$ cat src/rtl/dither_pkg.sv
// Shared types and constants for the Floyd-Steinberg error diffuser.
// Optional build macro FS_ROUND_EN (used by fs_error_diffuser) selects
// round-half-up diffusion terms instead of floor.
package dither_pkg;

  // Diffusion neighbours in the order they are visited for each pixel.
  typedef enum logic [1:0] {
    NB_R  = 2'd0,
    NB_DL = 2'd1,
    NB_D  = 2'd2,
    NB_DR = 2'd3
  } neighbour_e;

  // Where the current pixel is in its fetch / quantise / diffuse sequence.
  typedef enum logic [1:0] {
    PH_IDLE    = 2'd0,
    PH_FETCHED = 2'd1,
    PH_DIFFUSE = 2'd2
  } phase_e;

  localparam int NB_COUNT = 4;

  // Floyd-Steinberg weights, in sixteenths.
  localparam logic [3:0] W_R  = 4'd7;
  localparam logic [3:0] W_DL = 4'd3;
  localparam logic [3:0] W_D  = 4'd5;
  localparam logic [3:0] W_DR = 4'd1;

  localparam int WEIGHT_SHIFT = 4;
  localparam int PIX_MAX      = 255;

  function automatic logic [3:0] nb_weight(input neighbour_e nb);
    case (nb)
      NB_R:    return W_R;
      NB_DL:   return W_DL;
      NB_D:    return W_D;
      default: return W_DR;
    endcase
  endfunction

endpackage

$ cat src/rtl/fs_neighbour_addr.sv
// Neighbour address and edge-validity decode for one diffusion target.
// Purely combinational; the image is row-major with power-of-2 dimensions.
module fs_neighbour_addr
  import dither_pkg::*;
#(
  parameter int IMAGEX           = 256,
  parameter int IMAGEY           = 256,
  parameter int IMAGE_ADDR_WIDTH = $clog2(IMAGEX * IMAGEY)
) (
  input  logic [IMAGE_ADDR_WIDTH-1:0] png_idx,
  input  neighbour_e                  nb,
  output logic [IMAGE_ADDR_WIDTH-1:0] nb_addr,
  output logic                        nb_valid
);

  localparam int AW  = IMAGE_ADDR_WIDTH;
  localparam int X_W = $clog2(IMAGEX);
  localparam int Y_W = AW - X_W;

  logic [X_W-1:0] x;
  logic [Y_W-1:0] y;
  logic           at_left;
  logic           at_right;
  logic           at_bottom;

  assign x         = png_idx[X_W-1:0];
  assign y         = png_idx[AW-1:X_W];
  assign at_left   = (x == '0);
  assign at_right  = (x == X_W'(IMAGEX - 1));
  assign at_bottom = (y == Y_W'(IMAGEY - 1));

  // Offset the pixel index toward the selected neighbour and mask off-image targets.
  always_comb begin
    // NOTE: every output gets a default first so no path can infer a latch.
    nb_addr  = png_idx;
    nb_valid = 1'b0;
    case (nb)
      NB_R: begin
        nb_addr  = png_idx + AW'(1);
        nb_valid = !at_right;
      end
      NB_DL: begin
        nb_addr  = png_idx + AW'(IMAGEX - 1);
        nb_valid = !at_bottom && !at_left;
      end
      NB_D: begin
        nb_addr  = png_idx + AW'(IMAGEX);
        nb_valid = !at_bottom;
      end
      default: begin
        nb_addr  = png_idx + AW'(IMAGEX + 1);
        nb_valid = !at_bottom && !at_right;
      end
    endcase
  end

endmodule

$ cat src/rtl/fs_error_diffuser.sv
// Floyd-Steinberg datapath: quantises each pixel to 0/255, writes it back
// over SRAM port A, and diffuses the signed error into up to four
// neighbours by read (port B) / modify / write (port A).
// Build option: define FS_ROUND_EN for round-half-up diffusion terms;
// default build floors them.
module fs_error_diffuser
  import dither_pkg::*;
#(
  parameter int IMAGEX           = 256,
  parameter int IMAGEY           = 256,
  parameter int IMAGE_ADDR_WIDTH = $clog2(IMAGEX * IMAGEY),
  parameter int PIX_W            = 8,
  parameter int THRESH           = 128
) (
  input  logic                        clk,
  input  logic                        rst,
  input  logic                        store_old_p,
  input  logic                        compare_and_store_n,
  input  logic [5:0]                  compute_fin,
  input  logic [IMAGE_ADDR_WIDTH-1:0] png_idx,
  output logic [IMAGE_ADDR_WIDTH-1:0] addr_a,
  output logic [PIX_W-1:0]            data_a,
  output logic                        wren_a,
  output logic [IMAGE_ADDR_WIDTH-1:0] addr_b,
  output logic                        rden_b,
  input  logic [PIX_W-1:0]            q_b,
  output logic [PIX_W:0]              err_out,
  output logic                        seq_err
);

  localparam int AW     = IMAGE_ADDR_WIDTH;
  localparam int PROD_W = PIX_W + 5;  // err (9b) * weight (<=7)
  localparam int SUM_W  = PIX_W + 3;  // pixel + term, headroom for clamping

  phase_e                  phase_q;
  phase_e                  phase_d;
  logic [PIX_W-1:0]        old_p_q;
  logic                    seq_err_q;
  logic                    load_old;

  logic [AW-1:0]           nb_addr [NB_COUNT];
  logic [NB_COUNT-1:0]     nb_valid;

  logic                    illegal;
  logic [PIX_W-1:0]        new_p;
  logic signed [PIX_W:0]   err;

  logic                    wr_slot;
  logic                    rd_slot;
  neighbour_e              wr_nb;
  neighbour_e              rd_nb;

  logic signed [PROD_W-1:0] err_ext;
  logic signed [PROD_W-1:0] w_ext;
  logic signed [PROD_W-1:0] prod;
  logic signed [PROD_W-1:0] term;
  logic signed [SUM_W-1:0]  sum;
  logic [PIX_W-1:0]         upd;

  function automatic logic [PIX_W-1:0] quantise(input logic [PIX_W-1:0] p);
    return (p >= PIX_W'(THRESH)) ? PIX_W'(PIX_MAX) : '0;
  endfunction

  for (genvar k = 0; k < NB_COUNT; k++) begin : g_nb
    fs_neighbour_addr #(
      .IMAGEX           (IMAGEX),
      .IMAGEY           (IMAGEY),
      .IMAGE_ADDR_WIDTH (IMAGE_ADDR_WIDTH)
    ) u_addr (
      .png_idx  (png_idx),
      .nb       (neighbour_e'(2'(k))),
      .nb_addr  (nb_addr[k]),
      .nb_valid (nb_valid[k])
    );
  end

  // More than one strobe in a cycle (including a non-one-hot phase) is a sequencing error.
  assign illegal = ($countones({store_old_p, compare_and_store_n, compute_fin}) > 1);

  assign new_p = quantise(q_b);

  // Error is a pure function of the latched pixel, so it follows old_p's register timing.
  assign err     = $signed({1'b0, old_p_q} - {1'b0, quantise(old_p_q)});
  assign err_out = err;
  assign seq_err = seq_err_q;

  // Decode which neighbour is written back (k-1) and which is read (k) this phase.
  always_comb begin
    wr_slot = 1'b0;
    rd_slot = 1'b0;
    wr_nb   = NB_R;
    rd_nb   = NB_R;
    for (int k = 0; k < NB_COUNT; k++) begin
      if (compute_fin[k]) begin
        rd_slot = 1'b1;
        rd_nb   = neighbour_e'(2'(k));
      end
      if (compute_fin[k+1]) begin
        wr_slot = 1'b1;
        wr_nb   = neighbour_e'(2'(k));
      end
    end
  end

  // Weighted error term added to the neighbour's read-back value, then clamped to pixel range.
  always_comb begin
    err_ext = PROD_W'(err);
    w_ext   = $signed(PROD_W'(nb_weight(wr_nb)));
    prod    = err_ext * w_ext;
`ifdef FS_ROUND_EN
    term    = (prod + PROD_W'(1 << (WEIGHT_SHIFT - 1))) >>> WEIGHT_SHIFT;
`else
    term    = prod >>> WEIGHT_SHIFT;
`endif
    sum     = SUM_W'(term) + $signed({3'b000, q_b});
    if (sum < 0) begin
      upd = '0;
    end else if (sum > SUM_W'(PIX_MAX)) begin
      upd = PIX_W'(PIX_MAX);
    end else begin
      upd = sum[PIX_W-1:0];
    end
  end

  // Phase sequencing and SRAM port control for the current strobe.
  always_comb begin
    phase_d  = phase_q;
    load_old = 1'b0;
    wren_a   = 1'b0;
    addr_a   = '0;
    data_a   = '0;
    rden_b   = 1'b0;
    addr_b   = '0;

    if (illegal) begin
      phase_d = PH_IDLE;
    end else begin
      if (store_old_p) begin
        rden_b  = 1'b1;
        addr_b  = png_idx;
        phase_d = PH_FETCHED;
      end
      if (compare_and_store_n && phase_q == PH_FETCHED) begin
        load_old = 1'b1;
        wren_a   = 1'b1;
        addr_a   = png_idx;
        data_a   = new_p;
        phase_d  = PH_DIFFUSE;
      end
      if (phase_q == PH_DIFFUSE) begin
        if (wr_slot && nb_valid[wr_nb]) begin
          wren_a = 1'b1;
          addr_a = nb_addr[wr_nb];
          data_a = upd;
        end
        if (rd_slot && nb_valid[rd_nb]) begin
          rden_b = 1'b1;
          addr_b = nb_addr[rd_nb];
        end
        if (compute_fin[5]) begin
          phase_d = PH_IDLE;
        end
      end
    end

    // A reset cycle drops whatever the strobes asked for.
    if (rst) begin
      load_old = 1'b0;
      wren_a   = 1'b0;
      addr_a   = '0;
      data_a   = '0;
      rden_b   = 1'b0;
      addr_b   = '0;
    end
  end

  // Phase, latched pixel and sticky sequencing flag.
  always_ff @(posedge clk) begin
    // NOTE: sequential state uses non-blocking assignments so all flops update together.
    if (rst) begin
      phase_q   <= PH_IDLE;
      old_p_q   <= '0;
      seq_err_q <= 1'b0;
    end else begin
      phase_q <= phase_d;
      if (load_old) begin
        old_p_q <= q_b;
      end
      if (illegal) begin
        seq_err_q <= 1'b1;
      end
    end
  end

endmodule
$ cat config.mk
export PLATFORM = sky130hd
export DESIGN_NAME = fs_error_diffuser
export DESIGN_NICKNAME = d
export VERILOG_FILES = /design/src/rtl/dither_pkg.sv /design/src/rtl/fs_neighbour_addr.sv /design/src/rtl/fs_error_diffuser.sv
export SDC_FILE = /design/constraint.sdc
export NUM_CORES = 1
export LEC_CHECK = 0
export ABC_AREA = 1
export CORE_ASPECT_RATIO = 1.75
export CORE_MARGIN = 2
export CORE_UTILIZATION = 50
export CTS_BUF_LIST = sky130_fd_sc_hd__clkbuf_8
export CTS_CLUSTER_DIAMETER = 150
export DETAILED_ROUTE_END_ITERATION = 8
export PLACE_DENSITY = 0.85
export SLEW_MARGIN = 20
export SYNTH_ARGS = -nofsm -noshare
export SYNTH_HDL_FRONTEND = slang
export SYNTH_SLANG_ARGS = --single-unit
$ cat constraint.sdc
create_clock -name clk -period 9.7 [get_ports clk]
set_input_delay 1.455 -clock clk [delete_from_list [all_inputs] [get_ports clk]]
set_output_delay 1.455 -clock clk [all_outputs]
set_load 0.01 [all_outputs]
== Word level (Yosys, flattened, before mapping) ==
Cells that the tools add are included.
Operators by class
  add/sub/neg operators: 13
  multipliers: 1
  magnitude comparators: 9
  equal/unequal tests: 6
  muxes and demuxes: 60
  bitwise gates (word level): 2
  reductions and logical operators: 11
Operator list (number)
  $mux 16: 14
  $mux 8: 9
  $bmux 16 s2: 2
  $add 16x9->16 const B: 2
  $mux 1: 24
  $add 16x1->16 const B: 1
  $add 16x8->16 const B: 1
  $eq 8x8->1 const B: 2
  $ge 8x8->1 const B: 2
  $mux 2: 8
  $mul 9x4->13: 1
  $add 9x9->10: 1
  $gt 10x9->1 const B: 1
  $lt 10x1->1 const B: 1
  $pmux 3 s3: 1
  $sub 8x8->9: 1
  $add 1x1->2: 4
  $logic_not 8->1: 1
  $add 2x2->3: 2
  $ge 3x3->1 const B: 2
  $lt 2x3->1 const B: 2
  $not 2->3: 2
  $logic_and 1x1->1: 5
  $add 3x3->4: 1
  7 further kinds: 12
Storage, ports and cells
  register bits: 11
  input bits: 34
  output and inout bits: 52
  logic and storage cells: 105

== Longest topological paths before layout ==
  word-level depth: 14
  gate-level depth with buffers: 40
  mapped depth without buffers: 40

== By module ==
Synthesis repeated with hierarchy kept, for this count alone.
Unflattened totals
  cell total of the unflattened synthesis: 1480
  area total of the unflattened synthesis: 8050.2 µm²
By module, submodules not included
  fs_error_diffuser: instances 1, cells each 664, area an instance 3988.8 µm², seq. area each 220.2 µm²
  fs_neighbour_addr at g_nb[0].u_addr ...: instances 2, cells each 206, area an instance 1039.7 µm², seq. area each 0.0 µm²
  fs_neighbour_addr at g_nb[2].u_addr ...: instances 2, cells each 202, area an instance 991.0 µm², seq. area each 0.0 µm²

== Worst setup path after synthesis ==
Ideal clock, no wire load.
  path type: input port to output port
  start: in compute_fin[2]
  end: out data_a[3]
  arrival: 5666 ps
  data required time: 8245 ps
  setup slack: 2579 ps
  cell stages on the path: 31
  buffers on the path: 3
  cell sequence: buf_2 -> a21oi_4 -> inv_2 -> clkbuf_1 -> buf_2 -> nor2_1 -> ha_1 -> inv_1 -> fa_1 -> inv_1 -> ha_1 -> nand3_1 -> nor2_1 -> nor2_1 -> o21bai_1 -> nand2_1 -> nand2_1 -> nand2_1 -> nand2_1 -> xnor2_1 -> inv_1 -> ha_1 -> a21oi_1 -> nand2_1 -> a31oi_1 -> nand3_1 -> nand2_1 -> nand2_1 -> nand2_1 -> nand2_1 -> a21oi_1
On the way
  cells in the longest elaborated chain, start to end: 14
  elaborated cells on any way between the ends: 27
  classes of those cells: add/sub (4); mul (1); order compare (3); eq/ne (2); mux (15); reduce/logical (2)
RTL lines
  from (decl): RTL line fs_error_diffuser.sv:19  | input logic [5:0] compute_fin,
  $mux 1: RTL line fs_error_diffuser.sv:98  | if (compute_fin[k+1]) begin
  $mux 2 (2 in series): RTL line fs_error_diffuser.sv:98
  $eq 2x2->1 (tied with other cells): RTL line dither_pkg.sv:33  | case (nb)
  $pmux 3 s3: RTL line dither_pkg.sv:33
  $mul 9x4->13: RTL line fs_error_diffuser.sv:109  | prod = err_ext * w_ext;
  $add 9x9->10: RTL line fs_error_diffuser.sv:115  | sum = SUM_W'(term) + $signed({3'b000, q_b});
  $gt 10x9->1: RTL line fs_error_diffuser.sv:118  | end else if (sum > SUM_W'(PIX_MAX)) begin
  $mux 8: RTL line fs_error_diffuser.sv:118
  $mux 8: RTL line fs_error_diffuser.sv:116  | if (sum < 0) begin
  $mux 8: RTL line fs_error_diffuser.sv:151  | if (wr_slot && nb_valid[wr_nb]) begin
  $mux 8: RTL line fs_error_diffuser.sv:150  | if (phase_q == PH_DIFFUSE) begin
  $mux 8 (*): RTL line fs_error_diffuser.sv:135  | if (illegal) begin
  $mux 8 (*): RTL line fs_error_diffuser.sv:167  | if (rst) begin
  to (decl): RTL line fs_error_diffuser.sv:22  | output logic [PIX_W-1:0] data_a,
Mark *: on every way between the ends. The rest lies on a longest branch, timed or not. The select of a mux whose other input is x is not followed.

== Final worst setup path ==
  start: in compute_fin[3]
  end: out data_a[6]
On the way
  cells in the longest elaborated chain, start to end: 13
  elaborated cells on any way between the ends: 25
  classes of those cells: add/sub (4); mul (1); order compare (3); eq/ne (2); mux (13); reduce/logical (2)
RTL lines (RTL line)
  $mux 2 (2 in series): fs_error_diffuser.sv:98
  $eq 2x2->1 (tied with other cells): dither_pkg.sv:33
  $pmux 3 s3: dither_pkg.sv:33
  $mul 9x4->13: fs_error_diffuser.sv:109
  $add 9x9->10: fs_error_diffuser.sv:115
  $gt 10x9->1: fs_error_diffuser.sv:118
  $mux 8: fs_error_diffuser.sv:118
  $mux 8: fs_error_diffuser.sv:116
  $mux 8: fs_error_diffuser.sv:151
  $mux 8: fs_error_diffuser.sv:150
  $mux 8 (*): fs_error_diffuser.sv:135
  $mux 8 (*): fs_error_diffuser.sv:167
Marked as above.

==> results.md <==
* Hold crit path type: flip-flop to flip-flop
* CTS sink cnt at 11
* I/O pins at 86
* Routed WL at 16.5 mm
* Worst path bufs/invs at 7
* Average size of a mapped cell at 5.76 µm²
* Most frequent cells in the layout: 184 x nand2_1, 123 x inv_1, 88 x nand3_1
* Sequential area share after synthesis at 4.58%
* Setup crit end kind: output pin
* Yosys reg bits at 11
* Largest net degree at the start of global routing at 42
* Synth Area in Compound Gates at 21.9%
* FFs w/ async S/R, synth at 0%
* Final Hold Violating Endpoints at 0
* Global-route usage over all layers at 31.4%
* Drt first-iter violations at 592
* WS Path Type: input pin to output pin
* Residual DRC at 0
* Worst path required time at between 8 and 9 ns
* Most used DFF post-synth: dfxtp_1
* Chip width at 78.1 µm
* Post-synth EDFFs at 0
* Cells after synthesis at approximately 830
* Core Rows at 47
* Area delta synth->final at 18.6%
* Die height at 134 µm
* Number of antenna-violating nets in the routed design at 0
* Fraction of synthesized area in multiplexers at 0%
* Placer Congestion at approximately 1.0
* Drt first pass iters at 5
* Fin nets at ~980
* Max cap viols at 0
* Worst Path Arrival at 7.65 ns
* Yosys warns at 0
* Setup TNS at 0 ns
* Wire per inst at 16.3 µm
* ANT cells at 0
* Share of cells above drive strength 1 at around 5.4%
* Core area at 0.00941 mm²
* DR vias/cell at slightly below 6
* Mapped Nets at 926
* Post-synthesis adder-cell area fraction at 17.3%
* Max incr delay on CP at 0.71 ns
* CTS max path bufs at 2
* Synth Area in XOR/XNOR at 7.47%
* Starting density of the core at 51.1%
* Fmax at 110 MHz
* Die Area at 0.0104 mm²
* Total CTS buffers at 3
* Commonest non-fill, non-tap cell in the layout: nand2_1
* # H-tree levels at 1
* Max Slew Vio Count at 0
* Largest fanout on the critical path at 41
* Clk Latency, worst-skew pair at 0.24 ns
* Postcts setup bufs at 0
* Final HPWL DP at 12.9 mm
* CP top delay family: buffers and inverters
* Peak supply drop at around 110 µV
* Vias at approximately 5900
* Final setup fails at 0
* Crit path launch type: input pin
* Outcome: finished clean
* Leak Pwr at roughly 2.7 nW
* Largest family of logic cells by synthesized area: simple AND/OR/NAND/NOR gates
* Finished Layout Cells at about 1000
* CTS Hold Bufs at 0
* Worst slew margin at 43.1%
* Crit share post-route at 93.9%
* CTS root buffer: clkbuf_8
* Worst slew pin tran at around 0.85 ns
* GRT overflow at 0
* CTS resizes at 0
* Most common cell on crit path: nand2_1
* Vias in the first global route at 5868
* RSZ-0062 raised after global routing: false
* Worst-path clk slew at ~0.05 ns
* CP max-delay cell: clkdlybuf4s50_1
* Yosys cell types at 43
* Simple-Gate Fraction of Synth Area at 34.1%
* Setup Skew at 0.000922 ns
* Mapped Area at around 0.0048 mm²
* Initial antenna violation count at 0
* First-pass GRT wire length at 26.6 mm
* Power per Cell Area at approximately 100 mW/mm²
* CTS tree: built
* DP Cell Count at 1007
* Post-route minimum period at 9.11 ns
* Port Buffers at 85
-- metrics by stage --
stage / total power [W] / utilization, % / setup slack, ns / cell area [µm²] / hold slack, ns
2_1_floorplan: 0.000365 / - / 2.58 / 4810 / 0.447
3_3_place_gp: 0.000491 / 60.0 / 0.916 / 5650 / 0.474
3_5_place_dp: 0.000497 / 60.0 / 0.714 / 5650 / 0.472
4_1_cts: 0.000547 / 60.5 / 0.682 / 5690 / 0.489
5_1_grt: 0.000605 / 60.6 / 0.131 / 5700 / 0.515
6_report: 0.000556 / 60.6 / 0.592 / 5700 / 0.481
-- path summary, 6_finish.rpt --
path,start,end,slack [ns],depth (start not counted)
worst min-delay path,seq_err,seq_err,0.48,2
worst max-delay path,compute_fin[3],data_a[6],0.59,31
worst max register to register,phase_q[1],old_p_q[7],7.85,7
worst min register to register,seq_err,seq_err,0.48,2
-- sequential cells by signal, summed over array words and instances, names as in the netlist --
signal   cells
old_p_q      8
phase_q      2
seq_err      1
-- final cells by class --
class                   count  area, µm²
multi-input cells         648       3890
clock buffers               3       41.3
well taps                 122        153
inverters                 138        518
repair buffers             88        873
flip-flops and latches     11        220
fillers                   931       3710
clock inverters             1       3.75
-- synthesized netlist by cell type (2+ instances only) --
library cell	instances	area share, %
nor2_2	3	0.39
nor3_1	6	0.62
o21ai_1	8	0.83
nand3_1	88	9.2
a211oi_1	2	0.31
nand4_1	8	1.0
a31oi_1	2	0.26
nand2_2	4	0.52
nand3_2	3	0.62
fa_1	14	5.8
inv_2	15	1.2
a21oi_1	71	7.4
xor2_1	32	5.8
inv_1	122	9.5
buf_4	2	0.31
or2_2	2	0.26
nand2_1	184	14
nand3b_1	2	0.31
o21ai_2	2	0.36
nor2_1	56	4.4
dfxtp_1	11	4.6
ha_1	44	11
xnor2_1	9	1.6
nor2_4	4	0.94
o21ai_0	61	6.4
buf_6	3	0.70
o21bai_1	4	0.62
o211ai_1	28	4.4
buf_2	15	1.6
clkbuf_1	16	1.2
-- tightest hold or removal path, delay by kind of cell (launching register included) --
family	cells	cell delay (ns)
buffers and inverters	1	0.05
AO/OA/AOI/OAI	1	0.08
flip-flops	1	0.32
-- per-layer routing --
layer  wire [µm]  vias up  part of all wire, %  global-route usage [%]
li1            -     2837                    -                       -
met1        5610     2681                   34                    30.9
met2        8450      319                   51                    58.3
met3        1000      112                  6.1                    2.64
met4        1460        0                  8.8                    25.2
met5           0        -                    0                       0
-- cell families (layout without fill, tap and decap cells) --
group                      after synthesis  after routing
and+or+nand+nor                        365            365
buffers and inverters                  175            230
xor gates and xnor gates                41             41
adders and majority gates               58             58
DFF                                     11             11
AOI/OAI and AO/OA                      184            184
-- where the power goes --
group | internal, W | switching (W) | total, W
clock | 0.0000279 | 0.0000187 | 0.0000466
sequential | 0.0000479 | 0.00000161 | 0.0000495
combinational | 0.000170 | 0.000290 | 0.000460
(Power assumes the default switching activity.)
==> RTL edit, RTL diff (config.mk and constraints unchanged) <==
Build with the macro `FS_ROUND_EN` defined.
--- a/src/rtl/fs_error_diffuser.sv
+++ b/src/rtl/fs_error_diffuser.sv
@@ -4,4 +4,6 @@
 // Build option: define FS_ROUND_EN for round-half-up diffusion terms;
 // default build floors them.
+`define FS_ROUND_EN
+
 module fs_error_diffuser
   import dither_pkg::*;
Behaviour: not the same (Yosys sat finds a counterexample within 4 cycles, from zero or initial values and one cycle with rst high).
==> RTL edit against the original RTL <==
- wire length down 5.2%
- worst setup slack worse by 0.073 ns
- synthesized area down 0.88%
- power down 21%
- sequential cell count unchanged
- critical path depth up 2
- sequential power down 1%
- final area down 0.48%
- clock skew up 0.0018 ns
- highest routed layer unchanged
==> RTL edit: results <==
status:
  outcome: "finished, final reports clean"
placed_design:
  hpwl_mm: 12.5
  placed_cells: 982
  gp_congestion: 0.965
  place_ws_ns: 0.561
power:
  p_clk_uw: 45.4
  peakVddDrop_mv: 0.0771
  power.switching_uw: 233
  p_leak_nw: 2.65
  powerSeq_uw: 48.8
  power.density_nw_per_um2: 77.8
global_routing:
  grt_start_max_net_pins: 32
  grt-ovfl-total: 0
  grt_usage_pct: 30.0
  grt_pass1_wl_mm: 25.3
  grt_pass1_vias: 5450
critical_path:
  cp_slowest_stage_delay_ns: 0.62
  crit_fanout: 7
  critical-path-top-delay-family: "simple AND/OR/NAND/NOR gates"
  slowest_stage: "clkdlybuf4s50_1"
yosys:
  synth-compound-area-share_pct: 22.7
  synthMuxAreaShare_pct: 0.210
  synth_ff_type: "dfxtp_1"
  synth.distinct_cells: 46
  synthAdderAreaFrac_pct: 19.6
  avgSynthCellArea_sq_um: 5.93
  synth_xor_area_share_pct: 7.17
  synth_area_leaders: "nand2_1, ha_1, a21oi_1"
  synthTopCellsByCount: "nand2_1, inv_1, a21oi_1"
  seq_area_frac_synth_pct: 4.62
  syn_nets: 902
drt:
  drt-total-wl_mm: 15.7
  drt_iter0_markers: 403
  via_per_inst: 5.81
  vias: 5729
  firstDrtPassIters: 7
finish:
  drive_gt1_share_pct: 5.67
  nets: 964
sta:
  max_slew_margin_pct: 54.8
  skew_ns: 0.00276
RTL edit: layer usage:
layer / routed length [um] / part of all wire [%] / GRT usage [%] / up-vias
met5: 0 / 0 / 0 / -
li1: - / - / - / 2787
met2: 8330 / 53 / 56.9 / 240
met1: 5590 / 36 / 29.5 / 2631
met4: 1040 / 6.6 / 21.6 / 0
met3: 694 / 4.4 / 2.51 / 71
RTL edit: worst paths after layout:
path	start	end	slack (ns)	cells after the start
worst min register to register	old_p_q[2]	old_p_q[2]	0.47	2
worst max-delay path	compute_fin[4]	data_a[7]	0.52	33
worst max register to register	phase_q[1]	old_p_q[7]	7.94	7
worst min-delay path	old_p_q[2]	old_p_q[2]	0.47	2
RTL edit: final cells by class:
class / instances / area (sq um)
Timing Repair Buffer: 92 / 903
Sequential cell: 11 / 220
Clock buffer: 3 / 41.3
Tap cell: 122 / 153
Fill cell: 903 / 3680
Inverter: 111 / 419
Multi-Input combinational cell: 646 / 3930
Clock inverter: 1 / 3.75
